--- src/rtl/fir_pkg.sv ---
// ============================================================================
// Module      : fir_pkg
// Description : Shared constants for the parallel FIR output path.
// Revision    : 1.0 - initial release
// ============================================================================
`default_nettype none

package fir_pkg;
    localparam int LANES     = 6;
    localparam int BUF_DEPTH = 2;
    localparam int DROP_W    = 8;

    typedef logic [2:0] lane_idx_t;
endpackage

`default_nettype wire

--- src/rtl/round_sat.sv ---
// ============================================================================
// Module      : round_sat
// Description : Round-half-up right shift followed by signed saturation.
// Revision    : 1.0 - initial release
// ============================================================================
`default_nettype none

module round_sat #(
    parameter int Y_IN  = 20,
    parameter int W_OUT = 16,
    parameter int SHIFT = 4
) (
    input  logic signed [Y_IN-1:0]  din,
    output logic signed [W_OUT-1:0] dout,
    output logic                    sat
);
    localparam logic signed [Y_IN:0] c_half = (Y_IN+1)'(2 ** (SHIFT - 1));
    localparam logic signed [Y_IN:0] c_max  = (Y_IN+1)'((2 ** (W_OUT - 1)) - 1);
    localparam logic signed [Y_IN:0] c_min  = (Y_IN+1)'(-(2 ** (W_OUT - 1)));

    logic signed [Y_IN:0] w_ext;
    logic signed [Y_IN:0] w_sh;

    // One guard bit keeps the rounding add from wrapping at the positive limit.
    assign w_ext = {din[Y_IN-1], din} + c_half;
    assign w_sh  = w_ext >>> SHIFT;

    always_comb begin
        sat  = 1'b0;
        dout = w_sh[W_OUT-1:0];
        if (w_sh > c_max) begin
            sat  = 1'b1;
            dout = c_max[W_OUT-1:0];
        end else if (w_sh < c_min) begin
            sat  = 1'b1;
            dout = c_min[W_OUT-1:0];
        end
    end
endmodule

`default_nettype wire

--- src/rtl/ser_gen.sv ---
// ============================================================================
// Module      : ser_gen
// Description : Six-lane block to serial stream converter with 2-block buffer.
// Revision    : 1.0 - initial release
// ============================================================================
`default_nettype none

module ser_gen
    import fir_pkg::*;
#(
    parameter int Y_IN  = 20,
    parameter int W_OUT = 16,
    parameter int SHIFT = 4
) (
    input  logic                    clk,
    input  logic                    rst,
    input  logic                    in_valid,
    input  logic signed [Y_IN-1:0]  y0,
    input  logic signed [Y_IN-1:0]  y1,
    input  logic signed [Y_IN-1:0]  y2,
    input  logic signed [Y_IN-1:0]  y3,
    input  logic signed [Y_IN-1:0]  y4,
    input  logic signed [Y_IN-1:0]  y5,
    output logic signed [W_OUT-1:0] dout,
    output logic                    dout_valid,
    input  logic                    dout_ready,
    output logic                    blk_drop,
    output logic [DROP_W-1:0]       drop_cnt,
    output logic                    sat_flag
);
    logic signed [Y_IN-1:0]  w_lane_in  [LANES];
    logic signed [W_OUT-1:0] w_lane_rs  [LANES];
    logic [LANES-1:0]        w_lane_sat;

    logic signed [W_OUT-1:0] r_buf [BUF_DEPTH][LANES];
    logic [1:0]              r_count;
    logic                    r_wr_ptr;
    logic                    r_rd_ptr;
    lane_idx_t               r_lane;
    logic                    r_blk_drop;
    logic [DROP_W-1:0]       r_drop_cnt;
    logic                    r_sat_flag;

    logic w_valid;
    logic w_xfer;
    logic w_last;
    logic w_full;
    logic w_accept;
    logic w_drop;

    assign w_lane_in[0] = y0;
    assign w_lane_in[1] = y1;
    assign w_lane_in[2] = y2;
    assign w_lane_in[3] = y3;
    assign w_lane_in[4] = y4;
    assign w_lane_in[5] = y5;

    generate
        for (genvar gi = 0; gi < LANES; gi++) begin : g_lane
            round_sat #(
                .Y_IN  (Y_IN),
                .W_OUT (W_OUT),
                .SHIFT (SHIFT)
            ) u_round_sat (
                .din  (w_lane_in[gi]),
                .dout (w_lane_rs[gi]),
                .sat  (w_lane_sat[gi])
            );
        end
    endgenerate

    // Acceptance looks at the pre-edge count: a full buffer drops even if a
    // block completes in the same cycle.
    assign w_valid  = (r_count != 2'd0);
    assign w_xfer   = w_valid && dout_ready;
    assign w_last   = w_xfer && (r_lane == lane_idx_t'(LANES - 1));
    assign w_full   = (r_count == 2'(BUF_DEPTH));
    assign w_accept = in_valid && !w_full;
    assign w_drop   = in_valid && w_full;

    always_ff @(posedge clk) begin
        if (rst) begin
            for (int b = 0; b < BUF_DEPTH; b++) begin
                for (int l = 0; l < LANES; l++) begin
                    r_buf[b][l] <= '0;
                end
            end
            r_count    <= 2'd0;
            r_wr_ptr   <= 1'b0;
            r_rd_ptr   <= 1'b0;
            r_lane     <= '0;
            r_blk_drop <= 1'b0;
            r_drop_cnt <= '0;
            r_sat_flag <= 1'b0;
        end else begin
            if (w_accept) begin
                for (int l = 0; l < LANES; l++) begin
                    r_buf[r_wr_ptr][l] <= w_lane_rs[l];
                end
                r_wr_ptr <= ~r_wr_ptr;
                if (|w_lane_sat) begin
                    r_sat_flag <= 1'b1;
                end
            end

            if (w_xfer) begin
                if (w_last) begin
                    r_lane   <= '0;
                    r_rd_ptr <= ~r_rd_ptr;
                end else begin
                    r_lane <= r_lane + lane_idx_t'(1);
                end
            end

            case ({w_accept, w_last})
                2'b10:   r_count <= r_count + 2'd1;
                2'b01:   r_count <= r_count - 2'd1;
                default: r_count <= r_count;
            endcase

            r_blk_drop <= w_drop;
            if (w_drop && (r_drop_cnt != {DROP_W{1'b1}})) begin
                r_drop_cnt <= r_drop_cnt + DROP_W'(1);
            end
        end
    end

    assign dout       = r_buf[r_rd_ptr][r_lane];
    assign dout_valid = w_valid;
    assign blk_drop   = r_blk_drop;
    assign drop_cnt   = r_drop_cnt;
    assign sat_flag   = r_sat_flag;
endmodule

`default_nettype wire

--- config.mk ---
export PLATFORM = sky130hd
export DESIGN_NAME = ser_gen
export DESIGN_NICKNAME = d
export VERILOG_FILES = /design/src/rtl/fir_pkg.sv /design/src/rtl/round_sat.sv /design/src/rtl/ser_gen.sv
export SDC_FILE = /design/constraint.sdc
export NUM_CORES = 1
export LEC_CHECK = 0
export BUFFER_PORTS_ARGS = -buffer_cell sky130_fd_sc_hd__clkbuf_2
export CORE_ASPECT_RATIO = 0.8
export CORE_MARGIN = 3
export CORE_UTILIZATION = 40
export DETAILED_ROUTE_END_ITERATION = 8
export PLACE_DENSITY_LB_ADDON = 0.08
export SYNTH_ARGS = -nofsm -noshare
export SYNTH_HDL_FRONTEND = slang
export SYNTH_SLANG_ARGS = --single-unit
export TNS_END_PERCENT = 100
--- constraint.sdc ---
create_clock -name clk -period 9 [get_ports clk]
set_input_delay 2.25 -clock clk [delete_from_list [all_inputs] [get_ports clk]]
set_output_delay 2.25 -clock clk [all_outputs]
set_load 0.02 [all_outputs]
==> key figures, run 1 <==
Timing
  – Rel. slew slack: 28.5%
  – RSZ-0062 raised after global routing: false
  – Clock skew: 0.0133 ns
  – Worst Tran Pin Value: between 1 and 1.5 ns
  – Setup Viol. Count Final: 0
  – Final hold vios: 0
  – Max Slew Vio Count: 0
  – Period utilisation layout: 59.2%
  – Maximum clock frequency: 0.188 GHz
  – Setup_tns: 0 ns
  – Crit path time final: 5.32 ns

Synthesis
  – EDFF count, synth: 192
  – Largest cells by area after synthesis: edfxtp_1, mux4_2, nor2_1, nand2_1, a21oi_1
  – Asr flop ratio synth: 0%
  – Synth top area share: around half
  – Syn avg cell area: 11.2 um^2
  – Cells after Synth: 1031
  – Syn. warnings: 0
  – Yosys cell types: 63
  – Synth Flop Type: edfxtp_1
  – Largest area contributor in the netlist: edfxtp_1
  – Mapped Nets: approximately 1200
  – Sequential share of the synthesized area: 53.0%
  – Synth Register Bits: 210
  – Synthesized cell area: 11600 um^2

Clock network
  – Clock Tree Buf Depth: 3
  – Root cell of the clock tree: clkbuf_16
  – Worst-skew pair later-pin latency: approximately 0.5 ns
  – Sink Count: 210
  – Post CTS Setup Buffer Count: 0
  – CTS HTree Levels: 1
  – Reg clk slew, reported paths: 0.06 ns
  – Hold buffers post-CTS: 0
  – Num CTS Buffers: 22
  – Post-CTS sizing: 0
  – CTS tree: done

Power
  – P_leak: 5.17 nW
  – PD cells: roughly 180 nW/um^2
  – Peak supply drop: 0.148 mV

Critical path
  – Worst-path maximum fanout: 40
  – CP Launch Type: flop
  – Worst path slowest cell: buf_4
  – Setup CP Type: flop to output port
  – Crit path capture type: output port
  – CP cell instances: buf_4 > mux4_2 > mux2i_1 > o22ai_1 > clkbuf_2
  – CP arrival: 3.07 ns
  – Data required time of the critical path: around 6.8 ns
  – CP peak stage delay: approximately 0.7 ns

Floorplan
  – Core box area: between 20000 and 30000 um^2
  – Die Span X: 196 um
  – Initial Util: 41.5%
  – Die height: 158 um
  – Top Ports: 151
  – Die area: 31000 um^2
  – FP Rows: 54

Layout
  – Most frequent cells in the layout: edfxtp_1, nor2_1, clkbuf_2, nand2_1, a21oi_1
  – Area grow syn2layout: 14.7%
  – Layout cells sized above 1: approximately a fifth
  – Area of the multi-input gates: 5120 um^2
  – Commonest non-fill, non-tap cell in the layout: edfxtp_1
  – FILL cells: 2609
  – Diode count: 0
  – Nets@finish: 1276
  – Post-layout util: 47.6%
  – Seq. cell area: slightly above 6000 um^2

Route
  – Post-route DRC: 0
  – Initial DRC Count: 598
  – Final ANT Viol Nets: 0
  – DR vias: approximately 8500
  – Post-Route WL: 31.9 mm
  – Pre-Repair DR Iteration Count: 5
  – WL per Instance: 21.0 um
  – Post-DR vias/cell: roughly 5.6

GRT
  – Gr ovfl total: 0
  – Vias in the first global route: 8276
  – Largest net degree at the start of global routing: 64
  – Initial antenna violation count: 0
  – All-Layer GR Usage: around 20%
  – First-pass GRT wire length: approximately 49 mm

Placed design
  – Final Wtd Congestion: 0.818
  – Final HPWL DP: around 23 mm
  – # port buffers: approximately 130

Worst hold path
  – Hold crit path type: flop to flop

Run
  – Max Cap Viol: 0

Status
  – Status: finished clean
[state kept, by name, indices dropped and copies added, names as in the netlist, named ones only]
register and flops:
r_lane 3, drop_cnt 8, r_wr_ptr 1, sat_flag 1
blk_drop 1, r_count 2, r_rd_ptr 1, r_buf 192
[report_power, final]
group,total [W],switching (W),leakage (nW),internal (W)
Combinational,0.000332,0.000210,2.65,0.000122
Clock,0.000884,0.000365,0.339,0.000519
Sequential,0.00119,0.0000318,2.18,0.00116
Total,0.00240,0.000607,5.17,0.00180
[synth_stat cells (13+ instances only)]
cell type,instances
xor2_1,39
buf_2,15
nor4_1,14
mux2i_1,19
inv_1,31
nand3_1,44
and3_1,16
dfxtp_1,18
and4_1,13
mux4_2,48
a21oi_1,79
nor3_1,26
edfxtp_1,192
nand4_1,26
nor2_1,134
o21ai_0,13
xnor2_1,45
nand2_1,107
clkbuf_1,33
o22ai_1,16
[critical path, delay by kind of cell (launching register included)]
kind                   cells  cell delay, ns
AO/OA/AOI/OAI              1            0.23
flip-flops                 1            0.46
multiplexers               2            0.89
buffers and inverters      2            0.96
[metal layers]
layer  part of all wire (%)  vias up  GRT usage, %
li1                       -     4081             -
met1                     48     4190          31.2
met2                     45      234          31.7
met3                    5.8       25          3.55
met4                    1.1        0          2.85
met5                      0        -             0
[stage by stage]
step	area [um^2]	setup slack (ns)	total power [W]	std cells	hold WS, ns
floorplan	11600	1.65	0.00140	1031	0.481
global placement	12600	3.64	0.00154	1482	0.496
detailed placement	12600	3.63	0.00154	1482	0.502
CTS	13300	3.62	0.00242	1522	0.522
global route	13300	3.48	0.00250	1522	0.533
finish	13300	3.68	0.00240	1522	0.513
[worst paths after layout]
kind	slack (ns)	cells after the start	end	start
worst min-delay path	0.51	2	flop	r_rd_ptr
worst max-delay path	3.68	5	dout[11]	flop
worst max register to register	5.64	6	r_buf[1][5]	r_count[0]
worst min register to register	0.51	2	flop	r_rd_ptr
[final cells by class]
| type | count | share of cell area (%) |
|---|---|---|
| clock inverter | 14 | 0.812 |
| tap | 364 | 3.44 |
| inverter | 32 | 0.907 |
| multi-input combinational | 735 | 38.6 |
| clock buffer | 26 | 4.43 |
| sequential | 210 | 46.3 |
| timing repair buffer | 141 | 5.50 |
[kinds of logic (layout without fill, tap and decap cells)]
family,Yosys count,count (layout),share of synthesized area (%)
xor gates and xnor gates,84,84,6.37
adders and majority gates,10,10,1.08
DFF,210,210,53.0
buffers and inverters,86,213,2.96
muxes,68,68,11.1
and+or+nand+nor,422,422,17.6
AOI/OAI and AO/OA,151,151,7.83
(Power assumes the default switching activity.)
==> run 2, diff against run 1 <==
--- a/config.mk
+++ b/config.mk
@@ -5,6 +5,7 @@
 export SDC_FILE = /design/constraint.sdc
 export NUM_CORES = 1
 export LEC_CHECK = 0
+export ABC_AREA = 1
 export BUFFER_PORTS_ARGS = -buffer_cell sky130_fd_sc_hd__clkbuf_2
 export CORE_ASPECT_RATIO = 0.8
 export CORE_MARGIN = 3
==> constraint.sdc (replaced) <==
create_clock -name clk -period 5.55 [get_ports clk]
set_input_delay 1.3875 -clock clk [delete_from_list [all_inputs] [get_ports clk]]
set_output_delay 1.3875 -clock clk [all_outputs]
set_load 0.02 [all_outputs]
==> key figures, run 2 <==
Status
  – Status: finished clean

Floorplan
  – Die height: 163 um (+2.9%)
  – Die area: 32800 um^2 (+6.0%)
  – Die Span X: 202 um (+3.0%)
  – Top Ports: 151 (unchanged)
  – FP Rows: 56 (+3.7%)
  – Initial Util: 41.2% (-0.30 points)
  – Core box area: 29800 um^2 (+7.0%)

Run
  – Max Cap Viol: 0 (unchanged)

Timing
  – Rel. slew slack: 42.2% (+14 points)
  – RSZ-0062 raised after global routing: false
  – Setup_tns: 0 ns (unchanged)
  – Hold Slack: 0.448 ns (-0.0648 ns)
  – Crit path time final: 4.63 ns
  – Period utilisation layout: between 80 and 90%
  – Final hold vios: 0 (unchanged)
  – Clock skew: 0.0190 ns (+0.00569 ns)
  – Maximum clock frequency: 0.216 GHz
  – Setup ws final: 0.916 ns (-2.76 ns)
  – Setup Viol. Count Final: 0 (unchanged)
  – Max Slew Vio Count: 0 (unchanged)
  – Worst Tran Pin Value: 0.865 ns (-0.194 ns)

GRT
  – Vias in the first global route: 9417 (+14%)
  – First-pass GRT wire length: 53.9 mm (+9.6%)
  – All-Layer GR Usage: 20.9% (+0.40 points)
  – Largest net degree at the start of global routing: 62 (-3.1%)
  – Gr ovfl total: 0 (unchanged)
  – Initial antenna violation count: 0 (unchanged)

Synthesis
  – Synthesized cell area: 12300 um^2 (+6.2%)
  – Most frequent cell after synthesis: nor2_1
  – Sequential share of the synthesized area: 49.9% (-3.1 points)
  – EDFF count, synth: 192 (unchanged)
  – Asr flop ratio synth: 0% (unchanged)
  – Synth Flop Type: edfxtp_1
  – Syn avg cell area: 8.79 um^2 (-22%)
  – Synth top area share: 47.0% (-2.9 points)
  – Yosys cell types: 53 (-16%)
  – Cells after Synth: 1396 (+35%)
  – Most frequent cells after synthesis: nor2_1, nand2_1, edfxtp_1
  – Largest area contributor in the netlist: edfxtp_1
  – Mapped Nets: 1530 (+31%)
  – Syn. warnings: 0 (unchanged)
  – Largest cells by area after synthesis: edfxtp_1, nor2_1, nand2_1, o21ai_0, xor2_1
  – Synth Register Bits: 210 (unchanged)

Route
  – Post-DR vias/cell: 5.13 (-8.4%)
  – Post-route DRC: 0 (unchanged)
  – Initial DRC Count: 675 (+13%)
  – Post-Route WL: 34.8 mm (+9.2%)
  – WL per Instance: 18.1 um (-14%)
  – Pre-Repair DR Iteration Count: 5 (unchanged)
  – Final ANT Viol Nets: 0 (unchanged)
  – DR vias: 9903 (+16%)

Clock network
  – Post CTS Setup Buffer Count: 0 (unchanged)
  – Clock Tree Buf Depth: 3 (unchanged)
  – CTS tree: done
  – Hold buffers post-CTS: 0 (unchanged)
  – Reg clk slew, reported paths: 0.06 ns (about the same)
  – CTS HTree Levels: 1 (unchanged)
  – Sink Count: 210 (unchanged)
  – Post-CTS sizing: 0 (unchanged)
  – Num CTS Buffers: 22 (unchanged)
  – Root cell of the clock tree: clkbuf_16
  – Worst-skew pair later-pin latency: 0.51 ns (about the same)

Critical path
  – Worst reg2reg startpoint: r_lane[0]
  – Setup CP Type: flop to output port
  – CP arrival: 3.25 ns (+0.18 ns)
  – R2R Path End: r_count[1]
  – Cells on worst reg2reg path: 10 (+4)
  – Flop2flop setup slack: 2.61 ns (-3.03 ns)
  – CP Launch Type: flop
  – CP peak stage delay: 0.68 ns (-0.04 ns)
  – Crit path capture type: output port
  – Worst path slowest cell: o21ai_0
  – Worst-path maximum fanout: 36 (-10%)
  – Data required time of the critical path: 4.16 ns (-2.59 ns)
  – Worst setup path endpoint: dout[1]
  – CP cell instances: clkinv_2 > o21ai_0 > o211ai_1 > a32o_1 > clkbuf_2

Layout
  – Area grow syn2layout: 14.1%
  – Diode count: 0 (unchanged)
  – Max reg flops: 192 (unchanged)
  – Most frequent cells in the layout: nor2_1, nand2_1, edfxtp_1, clkbuf_2, inv_1
  – Layout cells sized above 1: 19.2% (-1.4 points)
  – Top reg by flops: r_buf
  – Commonest non-fill, non-tap cell in the layout: nor2_1
  – FILL cells: 2942 (+13%)
  – Nets@finish: 1641 (+29%)
  – Post-layout util: 47.0% (-0.57 points)

Power
  – Peak supply drop: 0.254 mV (+71%)
  – PD cells: 276 nW/um^2 (+52%)
  – P_leak: 5.75 nW (+11%)

Placed design
  – Final HPWL DP: 24.9 mm (+10%)
  – # port buffers: 132 (unchanged)
  – Placement Setup Slack: 1.49 ns (-2.14 ns)
  – Final Wtd Congestion: 0.813 (-0.62%)

Worst hold path
  – Hold crit path type: flop to flop
  – Hold Startpoint: r_rd_ptr
==> run 2: cell count changes in the layout (fill, tap and decap cells not counted), sizes merged, moves of 14 or more <==
cell    previous run  this run
nand4             28         9
o22ai             16         2
and3              16         1
o211ai             1        23
nor2             137       341
inv               32       104
o21ai             15        95
nor4              15         1
mux4              48         0
o32ai              0        25
nand2            108       241
xnor2             45        20
==> run 2: how the worst min path moves through the flow <==
stage	endpoint	slack, ns	depth (start not counted)
2_1_floorplan	flop	0.43	1
3_3_place_gp	flop	0.44	1
3_5_place_dp	flop	0.44	1
4_1_cts	flop	0.45	1
5_1_grt	r_rd_ptr	0.47	1
6_report	flop	0.45	1
==> run 2: report_power, final <==
group / total [W] / switching (W) / internal, W
clock network: 0.00142 / 0.000615 / 0.000803
registers: 0.00190 / 0.0000392 / 0.00186
logic: 0.000540 / 0.000375 / 0.000165
==> run 2: routing by layer <==
layer  part of all wire (%)  GRT usage, %
met4                    1.5          3.49
met1                     49          32.2
met2                     43          31.7
met5                      0             0
met3                    6.1          3.28
==> run 2: cells by family after synthesis <==
family	share of synthesized area [%]
AOI/OAI and AO/OA	13.2
xor gates and xnor gates	4.84
adders and majority gates	1.02
buffers and inverters	5.59
DFF	49.9
muxes	0.734
and+or+nand+nor	24.7
==> run 2: metrics by stage <==
step           instance area [um^2]  total power (W)  instances
6_report                      14000          0.00386       1929
5_1_grt                       14000          0.00402       1929
4_1_cts                       14000          0.00389       1929
3_5_place_dp                  13300          0.00248       1889
3_3_place_gp                  13300          0.00247       1889
2_1_floorplan                 12300          0.00225       1396
==> run 2: critical path: cells and delay by family (launching register included) <==
kind | cells | cell delay (ns)
DFF | 1 | 0.65
buffers and inverters | 2 | 0.77
AOI/OAI and AO/OA | 3 | 1.30
==> run 2: area by class of cell <==
class / count / area, um^2 / share of cell area [%]
inverters: 106 / 404 / 2.89
clock inverters: 7 / 37.5 / 0.268
repair buffers: 148 / 806 / 5.75
flip-flops and latches: 210 / 6130 / 43.8
clock buffers: 33 / 643 / 4.59
multi-input cells: 1019 / 5480 / 39.1
well taps: 406 / 508 / 3.63
